<file path="src/rtl/cpu_types_pkg.sv">
// Shared CPU pipeline types: register index and hazard-tracking slot.
package cpu_types_pkg;

  typedef logic [4:0] regbits_t;

  localparam int HSLOTS = 3;

  typedef struct packed {
    logic     valid;
    regbits_t wsel;
    logic     memread;
  } hazard_slot_t;

endpackage

</file>
<file path="src/rtl/hazard_match.sv">
// Compares one in-flight write slot against the ID-stage source registers.
import cpu_types_pkg::*;

module hazard_match (
  input  hazard_slot_t slot,
  input  regbits_t     rs,
  input  regbits_t     rt,
  input  logic         uses_rs,
  input  logic         uses_rt,
  output logic         hit
);

  logic match_rs;
  logic match_rt;

  // Register 0 is hardwired, so a write to it never creates a dependency.
  always_comb begin
    match_rs = slot.valid & (slot.wsel == rs) & (rs != '0);
    match_rt = slot.valid & (slot.wsel == rt) & (rt != '0);
    hit      = (uses_rs & match_rs) | (uses_rt & match_rt);
  end

endmodule

</file>
<file path="src/rtl/hazard_detect_unit.sv">
// Tracks in-flight register writes (EX/MEM/WB), raises load-use stall and
// registered forwarding hazards. Statistics counters under HAZARD_STATS_EN.
import cpu_types_pkg::*;

module hazard_detect_unit #(
  parameter int NSLOT = HSLOTS
`ifdef HAZARD_STATS_EN
  ,
  parameter int CNT_W = 16
`endif
) (
  input  logic             CLK,
  input  logic             RST,
  input  logic             pipe_en,
  input  logic             flush,
  input  logic             id_valid,
  input  regbits_t         id_rs,
  input  regbits_t         id_rt,
  input  logic             id_uses_rs,
  input  logic             id_uses_rt,
  input  regbits_t         id_wsel,
  input  logic             id_wen,
  input  logic             id_memread,
  output logic             stall,
  output logic             data_hazard_mem,
  output logic             data_hazard_wb
`ifdef HAZARD_STATS_EN
  ,
  output logic [CNT_W-1:0] hazard_cnt,
  output logic [CNT_W-1:0] fwd_cnt
`endif
);

  // Slot 0 = EX, 1 = MEM, 2 = WB; only depth 3 is meaningful.
  hazard_slot_t slot_q [NSLOT];
  hazard_slot_t slot_d [NSLOT];
  logic         dh_mem_q, dh_mem_d;
  logic         dh_wb_q,  dh_wb_d;
  logic         ex_hit, mem_hit;
  logic         id_go;

  hazard_match u_match_ex (
    .slot    (slot_q[0]),
    .rs      (id_rs),
    .rt      (id_rt),
    .uses_rs (id_uses_rs),
    .uses_rt (id_uses_rt),
    .hit     (ex_hit)
  );

  hazard_match u_match_mem (
    .slot    (slot_q[1]),
    .rs      (id_rs),
    .rt      (id_rt),
    .uses_rs (id_uses_rs),
    .uses_rt (id_uses_rt),
    .hit     (mem_hit)
  );

  always_comb begin
    stall = id_valid & slot_q[0].memread & ex_hit;
    id_go = id_valid & ~stall & ~flush;
  end

  // Everything holds while the pipeline is frozen; stall stays live.
  always_comb begin
    for (int i = 0; i < NSLOT; i++) slot_d[i] = slot_q[i];
    dh_mem_d = dh_mem_q;
    dh_wb_d  = dh_wb_q;
    if (pipe_en) begin
      for (int i = NSLOT - 1; i > 0; i--) slot_d[i] = slot_q[i-1];
      slot_d[0] = '0;
      if (id_go && id_wen) begin
        slot_d[0].valid   = 1'b1;
        slot_d[0].wsel    = id_wsel;
        slot_d[0].memread = id_memread;
      end
      dh_mem_d = id_go & ex_hit & ~slot_q[0].memread;
      dh_wb_d  = id_go & mem_hit;
    end
  end

  always_ff @(posedge CLK or posedge RST) begin
    if (RST) begin
      for (int i = 0; i < NSLOT; i++) slot_q[i] <= '0;
      dh_mem_q <= 1'b0;
      dh_wb_q  <= 1'b0;
    end else begin
      for (int i = 0; i < NSLOT; i++) slot_q[i] <= slot_d[i];
      dh_mem_q <= dh_mem_d;
      dh_wb_q  <= dh_wb_d;
    end
  end

  assign data_hazard_mem = dh_mem_q;
  assign data_hazard_wb  = dh_wb_q;

`ifdef HAZARD_STATS_EN
  logic [CNT_W-1:0] hazard_cnt_q, hazard_cnt_d;
  logic [CNT_W-1:0] fwd_cnt_q,    fwd_cnt_d;

  // Both counters saturate rather than wrap.
  always_comb begin
    hazard_cnt_d = hazard_cnt_q;
    fwd_cnt_d    = fwd_cnt_q;
    if (pipe_en && stall && (hazard_cnt_q != '1))
      hazard_cnt_d = hazard_cnt_q + 1'b1;
    if (pipe_en && (dh_mem_q || dh_wb_q) && (fwd_cnt_q != '1))
      fwd_cnt_d = fwd_cnt_q + 1'b1;
  end

  always_ff @(posedge CLK or posedge RST) begin
    if (RST) begin
      hazard_cnt_q <= '0;
      fwd_cnt_q    <= '0;
    end else begin
      hazard_cnt_q <= hazard_cnt_d;
      fwd_cnt_q    <= fwd_cnt_d;
    end
  end

  assign hazard_cnt = hazard_cnt_q;
  assign fwd_cnt    = fwd_cnt_q;
`endif

endmodule

</file>
<file path="config.mk">
export PLATFORM = sky130hd
export DESIGN_NAME = hazard_detect_unit
export DESIGN_NICKNAME = d
export VERILOG_FILES = /design/src/rtl/cpu_types_pkg.sv /design/src/rtl/hazard_match.sv /design/src/rtl/hazard_detect_unit.sv
export SDC_FILE = /design/constraint.sdc
export NUM_CORES = 1
export LEC_CHECK = 0
export BUFFER_PORTS_ARGS = -buffer_cell sky130_fd_sc_hd__buf_2
export CAP_MARGIN = 40
export CORE_MARGIN = 4
export CORE_UTILIZATION = 50
export CTS_CLUSTER_DIAMETER = 40
export DETAILED_ROUTE_END_ITERATION = 10
export PLACE_DENSITY = 0.87
export SKIP_LAST_GASP = 1
export SLEW_MARGIN = 20
export SYNTH_ARGS = -nofsm -noshare
export SYNTH_HDL_FRONTEND = slang
export SYNTH_SLANG_ARGS = --single-unit
</file>
<file path="constraint.sdc">
create_clock -name CLK -period 2.7 [get_ports CLK]
set_input_delay 0.81 -clock CLK [delete_from_list [all_inputs] [get_ports CLK]]
set_output_delay 0.81 -clock CLK [all_outputs]
set_load 0.01 [all_outputs]
</file>
Yosys cells after proc, flatten, opt, wreduce, memory -nomap -nowiden
Index checks and enable logic that the tools add are counted.
- logic and storage cells: 39
- register bits: 15
- output and inout bits: 3
- input port bits: 24
- bitwise gates (word level): 24
- eq/ne operators: 4
- reduce and logical (&&, ||, !) cells: 3
- muxes and demuxes: 1
- operators by type and width (operator ; count):
    $eq A5 B5 Y1 ; 4
    $and A1 B1 Y1 ; 19
    $reduce_bool A5 Y1 ; 2
    $mux W7 ; 1
    $not A1 Y1 ; 3
    $or A1 B1 Y1 ; 2
    $logic_and A1 B1 Y1 ; 1

Depth between registers and ports, before layout
Gate-level depths: netlist of the first run.
- depth in word-level cells: 11
- mapped depth: 6
- mapped depth without buffers: 5

Hierarchy
From an unflattened synthesis of the first run, not the netlist that was laid out.
- cells, all modules: 100
- area total of the unflattened synthesis: 1089.8 µm²
- modules (own cells, without submodules) (module ; cells each ; times used ; area each (µm²) ; sequential area each (µm²)):
    hazard_detect_unit ; 58 ; 1 ; 794.5 ; 400.4
    hazard_match ; 21 ; 2 ; 147.6 ; 0.0

Worst setup path after synthesis of the first run
No wires, ideal clock.
- path type: input to output
- from: input port id_rs[1]
- to: output port stall
- buffers on the path: 0
- arrival: 1.734 ns
- stages on the path: 4
- data required time: 1.890 ns
- path slack: 0.156 ns
- cell sequence: or4_1 o21a_1 nand3_2 o32ai_4
- word-level cells in the longest chain between the ends: 6
- elaborated cells on any way between the ends: 7
- classes of those cells: eq/ne: 1; bitwise: 5; reduce/logical: 1
- RTL lines (item ; line ; RTL):
    start: declaration ; hazard_detect_unit.sv:17 ; input regbits_t id_rs,
    $eq A5 B5 Y1 ; hazard_match.sv:18 ; match_rs = slot.valid & (slot.wsel == rs) & (rs != '0);
    $and A1 B1 Y1 ; hazard_match.sv:18 ;
    $and A1 B1 Y1 (*) ; hazard_match.sv:18 ;
    $and A1 B1 Y1 (*) ; hazard_match.sv:20 ; hit = (uses_rs & match_rs) | (uses_rt & match_rt);
    $or A1 B1 Y1 (*) ; hazard_match.sv:20 ;
    $and A1 B1 Y1 (*) ; hazard_detect_unit.sv:61 ; stall = id_valid & slot_q[0].memread & ex_hit;
    end: declaration ; hazard_detect_unit.sv:24 ; output logic stall,
Mark *: on every way between the ends. The rest lies on a longest branch, timed or not.

Final worst setup path of the first run
- from: input port id_rs[4]
- to: output port stall
The elaborated chain is that of the path after synthesis.

==> metrics.yaml, run 1 <==
status: "finished, violations left"
final_common_cell: "buf_2"
grt_usage_pct: 20.19
seq_area_frac_synth_pct: 40.93
num_vias: 806
die_y_um: 50.83
critical_path_required_ns: 1.89
drive_above_1_share_pct: 41.79
slew_violations: 0
cts_buffer_depth: 2
yosys-top-cells-area: "dfrtp_1 (41%), xnor2_1 (11%), xor2_1 (7.6%)"
post-route-min-period_ns: 2.766
grt_setup_unrepaired: "yes"
syn-instance-count: 92
cts_tree: "yes"
synth.cell_area_um2: 917.1
viasPerCell: 5.069
cts_buffers: 3
seq_power_share_pct: 51.3
layout_common_cells: "buf_2 (23), dfrtp_1 (15), buf_4 (15)"
synth_top_area_share_pct: 40.93
ys_warn_count: 0
chipWidth_um: 50.83
ios: 27
critical_path_class: "in -> out"
hold_path.class: "reg -> reg"
p_sw_w: 0.0001321
routed_wl_um: 2260
avgRoutedWirePerCell_um: 14.21
cts_sinks: 15
timing.hold.ws_ns: 0.5258
ant_nets: 0
fin_crit_sh_pct: 102.5
crit_chain: "buf_6 -> or4_4 -> o21a_1 -> nand3_2 -> o32ai_4 -> buf_2"
area_delta_synth_final_pct: 34.52
fin_worst_skew_ns: 0.002229
crit_fanout: 2
finalHoldViolations: 0
dp_hpwl_um: 1775
cp-end-kind: "primary output"
maxCapViolCount: 0
fin_area_um2: 1234
fmax_mhz: 361.5
synth_seq_cells: 15
intPower_w: 0.0003443
die_area_um2: 2584
p_per_area_nw_per_um2: 386.1
worst_ir_drop_vdd_v: 0.0003138
gp_congestion: 0.9252
ys_types: 23
slew_headroom_pct: 61.62
combPwrFrac_pct: 21.1
p_leak_nw: 0.5811
drc_errors: 0
first_pass_iters: 4
grt_overflow_total: 0
rows: 15
nNetsFinal: 159
grt_max_degree: 16
clk_latency_ns: 0.29
grt_pass1_wl_um: 3891
dpl-instance-area_um2: 1165
clk_pin_slew_worst_paths_ns: 0.09
worstMarginPinSlew_ns: 0.5750
portBuffers: 26
cp_slowest_cell: "or4_4"
swShare_pct: 27.73
critPathMaxStageDelay_ns: 0.51
syn_nets: 116
finalSetupViolCount: 1
fin_ws_ns: -0.06620
core-area_um2: 1727
drt_iter0_markers: 15
syn_avg_cell_area_um2: 9.969
grt_pass1_vias: 897
start_kind: "input port"
synth_top_cell_by_area: "dfrtp_1"
clockRootBuffer: "clkbuf_4"
cp_data_arrival_time_ns: 1.96
violations: "negative setup slack"
pwr-share-clk_pct: 27.6
initial_core_util_pct: 53.12
n_antenna_cell: 0
cts_max_level: 1
antenna_found_initial: 0
critical path, delay by kind of cell:
| kind | cells | cell delay, ns |
|---|---|---|
| AO/OA/AOI/OAI | 2 | 0.29 |
| buffers and inverters | 2 | 0.24 |
| AND/OR/NAND/NOR | 2 | 0.61 |
through the flow:
step | util, % | setup TNS [ns] | total power, W | setup slack, ns | std cells
CTS | 71.23 | -0.08777 | 0.0004805 | -0.08777 | 159
global route | 71.45 | -0.1081 | 0.0004967 | -0.1081 | 159
finish | 71.45 | -0.06620 | 0.0004763 | -0.06620 | 159
detailed placement | 67.46 | -0.1031 | 0.0003426 | -0.1031 | 153
floorplan | - | 0 | 0.0002954 | 0.1556 | 92
global placement | 67.46 | -0.07616 | 0.0003372 | -0.07616 | 153
cell usage after synthesis:
library cell,count
nand3_2,2
o21ai_1,1
nor2b_1,1
mux2_2,6
nor2_1,2
nand3_1,4
o22ai_1,8
o32ai_4,1
o21a_1,2
nor4_1,2
and3b_1,1
clkbuf_1,3
and2_1,1
dfrtp_1,15
nand4_1,1
or4_1,2
or3_1,1
xor2_1,8
inv_1,10
nand2_1,7
a22oi_1,1
a41o_1,1
xnor2_1,12
state kept, by name (all words and copies together), names as in the netlist:
signal / flops
data_hazard_mem: 1
data_hazard_wb: 1
slot_q: 13
per-layer routing:
| layer | up-vias | routed length, µm | share of wire (%) | global-route usage, % |
|---|---|---|---|---|
| met5 | - | 0 | 0 | 0 |
| met4 | 0 | 65 | 2.9 | 11.21 |
| met3 | 7 | 76 | 3.4 | 2.332 |
| met2 | 18 | 1173 | 52 | 35.43 |
| met1 | 376 | 945 | 42 | 23.87 |
| li1 | 405 | - | - | - |
cell families after synthesis:
| family | synth area share, % |
|---|---|
| AOI/OAI and AO/OA | 12.55 |
| xor gates and xnor gates | 19.10 |
| muxes | 7.366 |
| DFF | 40.93 |
| and+or+nand+nor | 14.74 |
| buffers and inverters | 5.321 |
power by group through the flow:
stage | sequential (W) | clock, W | combinational (W)
detailed placement | 0.000249 | 0 | 0.0000941
finish | 0.000244 | 0.000132 | 0.000101
floorplan | 0.000245 | 0 | 0.0000500
global route | 0.000245 | 0.000141 | 0.000110
CTS | 0.000244 | 0.000136 | 0.000100
global placement | 0.000247 | 0 | 0.0000900
path summary, 6_finish.rpt:
check	depth (start not counted)	slack [ns]	to	start
max in group asynchronous	2	1.77	slot_q[12]	RST
max	6	-0.07	stall	id_rs[4]
max reg2reg	5	1.09	slot_q[16]	slot_q[17]
min	2	0.53	data_hazard_wb	data_hazard_wb
min reg2reg	2	0.53	data_hazard_wb	data_hazard_wb
min in group asynchronous	2	0.56	slot_q[11]	RST
cell type report:
class	count	area [µm²]
clock buffers	3	22.52
clock inverters	1	5.005
fillers	134	493.0
inverters	10	37.54
multi-input cells	64	500.5
flip-flops and latches	15	375.4
well taps	25	31.28
repair buffers	41	261.5
repair_timing:
action,CTS,global route
gates resized for setup,4,1
buffers inserted,2,0
setup endpoints to repair,1,1
endpoints found under the hold margin,0,0
pin swaps,5,2
hold buffers,0,0
No activity file was read; power rests on OpenSTA's default activity.
==> run 2: changes to the inputs <==
REMOVE_ABC_BUFFERS = 1   (was default)
==> run 2 against run 1 <==
  * The run still ends with negative setup slack left
  * Critical path depth stayed put
  * Final cell count is 1.3% lower
  * Global-route usage is 0.20 points lower
==> metrics.yaml, run 2 (synthesized netlist as in run 1, its figures left out) <==
status: "finished, violations left"  # unchanged
violations: "negative setup slack"  # unchanged
fin_setup_tns_ns: -0.07824  # was -0.06620 ns
fmax_mhz: 359.9  # was 361.5 MHz
dpl-instance-area_um2: 1150  # was 1165 µm²
clk_pin_slew_worst_paths_ns: 0.09  # about the same
r2r_start: "slot_q[15]"  # was slot_q[17]
area_delta_synth_final_pct: 31.92  # was 34.52%
final_common_cell: "buf_2"  # unchanged
crit_fanout: 2  # unchanged
cts_tree: "yes"  # unchanged
post-route-min-period_ns: 2.778  # was 2.766 ns
viasPerCell: 5.280  # was 5.069
critical_path_class: "in -> out"  # unchanged
finalHoldViolations: 0  # unchanged
fin_ws_ns: -0.07824  # was -0.06620 ns
slew_violations: 0  # unchanged
grt_pass1_wl_um: 3753  # was 3891 µm
core-area_um2: 1727  # unchanged
layout_common_cells: "buf_2 (23), dfrtp_1 (15), buf_4 (13)"  # was buf_2 (23), dfrtp_1 (15), buf_4 (15)
cts_max_level: 1  # unchanged
initial_core_util_pct: 53.12  # unchanged
r2r_cells: 5  # unchanged
rrSetupSlack_ns: 1.11  # was 1.09 ns
p_leak_nw: 0.5670  # was 0.5811 nW
gp_congestion: 0.9108  # was 0.9252
grt_max_degree: 17  # was 16
fin_area_um2: 1210  # was 1234 µm²
cts_sinks: 15  # unchanged
antenna_found_initial: 0  # unchanged
worstMarginPinSlew_ns: 0.5880  # was 0.5750 ns
first_pass_iters: 4  # unchanged
drc_errors: 0  # unchanged
worst_r2r_endpoint: "slot_q[16]"  # unchanged
die_area_um2: 2584  # unchanged
holdPathStages: 2  # unchanged
largest_register: "slot_q"  # unchanged
clockRootBuffer: "clkbuf_4"  # unchanged
rows: 15  # unchanged
portBuffers: 26  # unchanged
finalSetupViolCount: 1  # unchanged
drive_above_1_share_pct: 38.64  # was 41.79%
nNetsFinal: 157  # was 159
hold_path.class: "reg -> reg"  # unchanged
avgRoutedWirePerCell_um: 14.73  # was 14.21 µm
slew_headroom_pct: 60.76  # was 61.62%
whs_endpoint: "data_hazard_wb"  # unchanged
num_vias: 829  # was 806
largest_register_ffs: 13  # unchanged
grt_pass1_vias: 820  # was 897
fin_crit_sh_pct: 102.9  # was 102.5%
worst_ir_drop_vdd_v: 0.0002827  # was 0.0003138 V
ant_nets: 0  # unchanged
drt_iter0_markers: 9  # was 15
chipWidth_um: 50.83  # unchanged
n_antenna_cell: 0  # unchanged
cp_slowest_cell: "or4_1"  # was or4_4
maxCapViolCount: 0  # unchanged
dp_hpwl_um: 1770  # was 1775 µm
power_w: 0.0004702  # was 0.0004763 W
cp-end-kind: "primary output"  # unchanged
die_y_um: 50.83  # unchanged
timing.hold.ws_ns: 0.5313  # was 0.5258 ns
grt_setup_unrepaired: "yes"  # unchanged
fin_worst_skew_ns: 0.0005216  # was 0.002229 ns
routed_wl_um: 2312  # was 2260 µm
grt_usage_pct: 19.99  # was 20.19%
cts_buffers: 3  # unchanged
cts_buffer_depth: 2  # unchanged
ios: 27  # unchanged
grt_overflow_total: 0  # unchanged
crit_chain: "buf_6 -> or4_1 -> o21a_1 -> nand3_2 -> o32ai_4 -> buf_2"  # was buf_6 -> or4_4 -> o21a_1 -> nand3_2 -> o32ai_4 -> buf_2
start_kind: "input port"  # unchanged
clk_latency_ns: 0.28  # was 0.29 ns
cts_hold_buffers: 0  # unchanged
critPathMaxStageDelay_ns: 0.51  # about the same
critical_path_required_ns: 1.89  # about the same
p_per_area_nw_per_um2: 388.6  # was 386.1 nW/µm²
cp_data_arrival_time_ns: 1.97  # was 1.96 ns
min_from: "data_hazard_wb"  # unchanged
run 2: cell types whose count changed in the layout (fill, tap and decap cells not counted), sizes merged:
cell,change
clkbuf,+1
buf,-2
clkinv,-1
run 2: cell type report:
class                      instances  area, µm²
clock buffer                       4      26.28
timing repair buffer              39      246.5
tap                               25      31.28
multi-input combinational         64      493.0
inverter                          10      37.54
sequential                        15      375.4
fill                             137      516.7
run 2: per-layer routing:
metal  global-route usage (%)  share of wire [%]  vias to the layer above
li1                         -                  -                      397
met1                    24.91                 44                      411
met2                    34.35                 52                       19
met3                    2.332                3.0                        2
met4                    9.417               0.95                        0
met5                        0                  0                        -
run 2: stage by stage:
stage	util, %	setup WS, ns	instances
after detailed placement	66.59	-0.07902	151
after CTS	68.91	-0.06991	156
after floorplan	-	0.1556	89
final	70.07	-0.07824	157
after global routing	70.07	-0.1056	157
after global placement	66.59	-0.06949	151
run 2: timing repair:
action | 4_1_cts | 5_1_grt
endpoints found under the setup margin | 1 | 1
pin swaps | 3 | 4
buffers inserted | 1 | 1
gates resized for setup | 1 | 2
run 2: report_power, final:
group	switching, W	internal (W)
combinational	0.0000447	0.0000529
clock	0.0000706	0.0000573
sequential	0.0000112	0.000233
total	0.000127	0.000344
run 2: worst max path at each step:
stage / from / endpoint / slack [ns] / cells past startpoint
3_3_place_gp: id_rs[1] / stall / -0.07 / 6
2_1_floorplan: id_rs[1] / stall / 0.16 / 4
4_1_cts: id_rs[4] / stall / -0.07 / 6
3_5_place_dp: id_rs[1] / stall / -0.08 / 6
6_report: id_rt[4] / stall / -0.08 / 6
5_1_grt: id_rt[4] / stall / -0.11 / 6
run 2: worst max-delay path, delay by kind of cell:
kind	cells	cell delay, ns
buffers and inverters	2	0.24
and+or+nand+nor	2	0.61
AOI/OAI and AO/OA	2	0.31
==> run 3: changes to the inputs <==
CORE_UTILIZATION = 48   (was 50)
PLACE_DENSITY = 0.84   (was 0.87)
SLEW_MARGIN = default   (was 20)
==> run 3 against run 2 <==
  * The run still ends with negative setup slack left
  * Non-clock buffer count up 5
  * Clock skew up 0.0062 ns
  * Sequential share of layout area down 1.0 points
  * Total power about the same
  * Sequential power about the same
  * Count of clock-buffer cells in the layout unchanged
  * Final cell count up 3.2%
  * Clock power down 4%
  * Utilization up 0.85 points
  * Die area up 3.5%
  * Flip-flop and latch count unchanged
  * Global-route usage down 1.9 points
  * Critical endpoint unchanged
  * Largest cell class unchanged
==> metrics.yaml, run 3 (synthesized netlist as in run 1, its figures left out) <==
status: "finished, violations left"  # unchanged
violations: "negative setup slack"  # unchanged
cts_sinks: 15  # unchanged
crit_fanout: 2  # unchanged
cts_max_level: 1  # unchanged
clk_latency_ns: 0.27  # was 0.28 ns
rows: 15  # unchanged
fin_ws_ns: -0.08035  # was -0.07824 ns
cp_data_arrival_time_ns: 1.97  # about the same
fin_setup_tns_ns: -0.08035  # was -0.07824 ns
worst_ir_drop_vdd_v: 0.0003195  # was 0.0002827 V
grt_pass1_wl_um: 3636  # was 3753 µm
grt_usage_pct: 18.04  # was 19.99%
antenna_found_initial: 0  # unchanged
combPwrFrac_pct: 21.7  # was 20.8%
first_pass_iters: 4  # unchanged
whs_endpoint: "data_hazard_wb"  # unchanged
initial_core_util_pct: 51.99  # was 53.12%
ios: 27  # unchanged
intPower_w: 0.0003479  # was 0.0003437 W
pwr-share-clk_pct: 26.2  # was 27.2%
drt_iter0_markers: 17  # was 9
die_y_um: 51.71  # was 50.83 µm
slew_headroom_pct: 63.56  # was 60.76%
area_delta_synth_final_pct: 36.43  # was 31.92%
cp-end-kind: "primary output"  # unchanged
swShare_pct: 26.00  # was 26.91%
p_per_area_nw_per_um2: 375.7  # was 388.6 nW/µm²
routed_wl_um: 2274  # was 2312 µm
clk_pin_slew_worst_paths_ns: 0.09  # about the same
p_sw_w: 0.0001222  # was 0.0001265 W
num_vias: 830  # was 829
p_leak_nw: 0.5914  # was 0.5670 nW
gp_congestion: 0.9288  # was 0.9108
clockRootBuffer: "clkbuf_4"  # unchanged
dp_hpwl_um: 1785  # was 1770 µm
power_w: 0.0004701  # was 0.0004702 W
grt_overflow_total: 0  # unchanged
finalSetupViolCount: 1  # unchanged
holdPathStages: 2  # unchanged
rrSetupSlack_ns: 1.10  # was 1.11 ns
final_cell_count_no_fill: 162  # was 157
fin_crit_sh_pct: 103.0  # was 102.9%
layout_common_cells: "buf_2 (23), buf_4 (18), dfrtp_1 (15)"  # was buf_2 (23), dfrtp_1 (15), buf_4 (13)
hold_path.class: "reg -> reg"  # unchanged
cts_tree: "yes"  # unchanged
post-route-min-period_ns: 2.780  # was 2.778 ns
cts_hold_buffers: 0  # unchanged
avgRoutedWirePerCell_um: 14.04  # was 14.73 µm
grt_pass1_vias: 836  # was 820
viasPerCell: 5.123  # was 5.280
largest_register_ffs: 13  # unchanged
drc_errors: 0  # unchanged
final_common_cell: "buf_2"  # unchanged
drive_above_1_share_pct: 41.61  # was 38.64%
worst_r2r_endpoint: "slot_q[18]"  # was slot_q[16]
n_antenna_cell: 0  # unchanged
dp.cells: 152  # was 151
grt_max_degree: 17  # unchanged
start_kind: "input port"  # unchanged
multi_input_comb_area_um2: 496.7  # was 493.0 µm²
nNetsFinal: 162  # was 157
min_from: "data_hazard_wb"  # unchanged
fin_worst_skew_ns: 0.006695  # was 0.0005216 ns
finalHoldViolations: 0  # unchanged
slew_violations: 0  # unchanged
r2r_cells: 5  # unchanged
ant_nets: 0  # unchanged
maxCapViolCount: 0  # unchanged
r2r_start: "slot_q[17]"  # was slot_q[15]
nFillCells: 151  # was 137
critical_path_required_ns: 1.89  # about the same
portBuffers: 26  # unchanged
cts_buffer_depth: 2  # unchanged
fmax_mhz: 359.7  # was 359.9 MHz
register_area_um2: 375.4  # unchanged
grt_setup_unrepaired: "yes"  # unchanged
cts_buffers: 3  # unchanged
critical_path_class: "in -> out"  # unchanged
worstMarginPinSlew_ns: 0.5459  # was 0.5880 ns
seq_power_share_pct: 52.0  # about the same
core-area_um2: 1764  # was 1727 µm²
largest_register: "slot_q"  # unchanged
die_area_um2: 2674  # was 2584 µm²
chipWidth_um: 51.71  # was 50.83 µm
run 3: what timing repair did:
action / CTS / global route
gates resized for setup: 1 / 3
pin swaps: 3 / 4
buffers inserted: 3 / 3
setup endpoints to repair: 1 / 1
run 3: power by group through the flow:
stage	clock (W)	combinational, W	sequential (W)
after floorplan	0	0.0000466	0.000245
after global placement	0	0.0000882	0.000248
after detailed placement	0	0.0000907	0.000249
after CTS	0.000126	0.0000956	0.000244
after global routing	0.000144	0.000111	0.000246
final	0.000123	0.000102	0.000245
run 3: stage by stage:
step	setup slack, ns	hold WS [ns]	utilization (%)	instance area, µm²
after floorplan	0.1556	0.4805	-	905.9
after global placement	-0.07299	0.4932	65.60	1157
after detailed placement	-0.09053	0.5156	65.60	1157
after CTS	-0.08156	0.5286	68.72	1212
after global routing	-0.1181	0.5662	70.92	1251
final	-0.08035	0.5256	70.92	1251
run 3: final cells by class:
| class | instances | share of cell area, % |
|---|---|---|
| clock buffer | 4 | 2.100 |
| multi-input combinational | 64 | 39.70 |
| inverter | 10 | 3.000 |
| tap | 25 | 2.500 |
| sequential | 15 | 30.00 |
| timing repair buffer | 44 | 22.70 |
run 3: layer usage:
| metal | vias to the layer above | share of wire, % | track usage [%] |
|---|---|---|---|
| met5 | - | 0 | 0 |
| met4 | 0 | 0.92 | 3.493 |
| met3 | 2 | 4.0 | 3.725 |
| met2 | 20 | 53 | 32.84 |
| met1 | 401 | 42 | 21.84 |
| li1 | 407 | - | - |
run 3: worst max path at each step:
stage          startpoint     to  slack (ns)
6_report         id_rt[1]  stall       -0.08
2_1_floorplan    id_rs[1]  stall        0.16
5_1_grt          id_rt[1]  stall       -0.12
3_3_place_gp     id_rs[1]  stall       -0.07
3_5_place_dp     id_rs[1]  stall       -0.09
4_1_cts          id_rs[4]  stall       -0.08
run 3: worst max-delay path, cell delays in order:
cell and delay, ns:
buf_6 0.09, or4_1 0.50, o21a_1 0.23, nand3_2 0.10, o32ai_4 0.09, buf_2 0.15
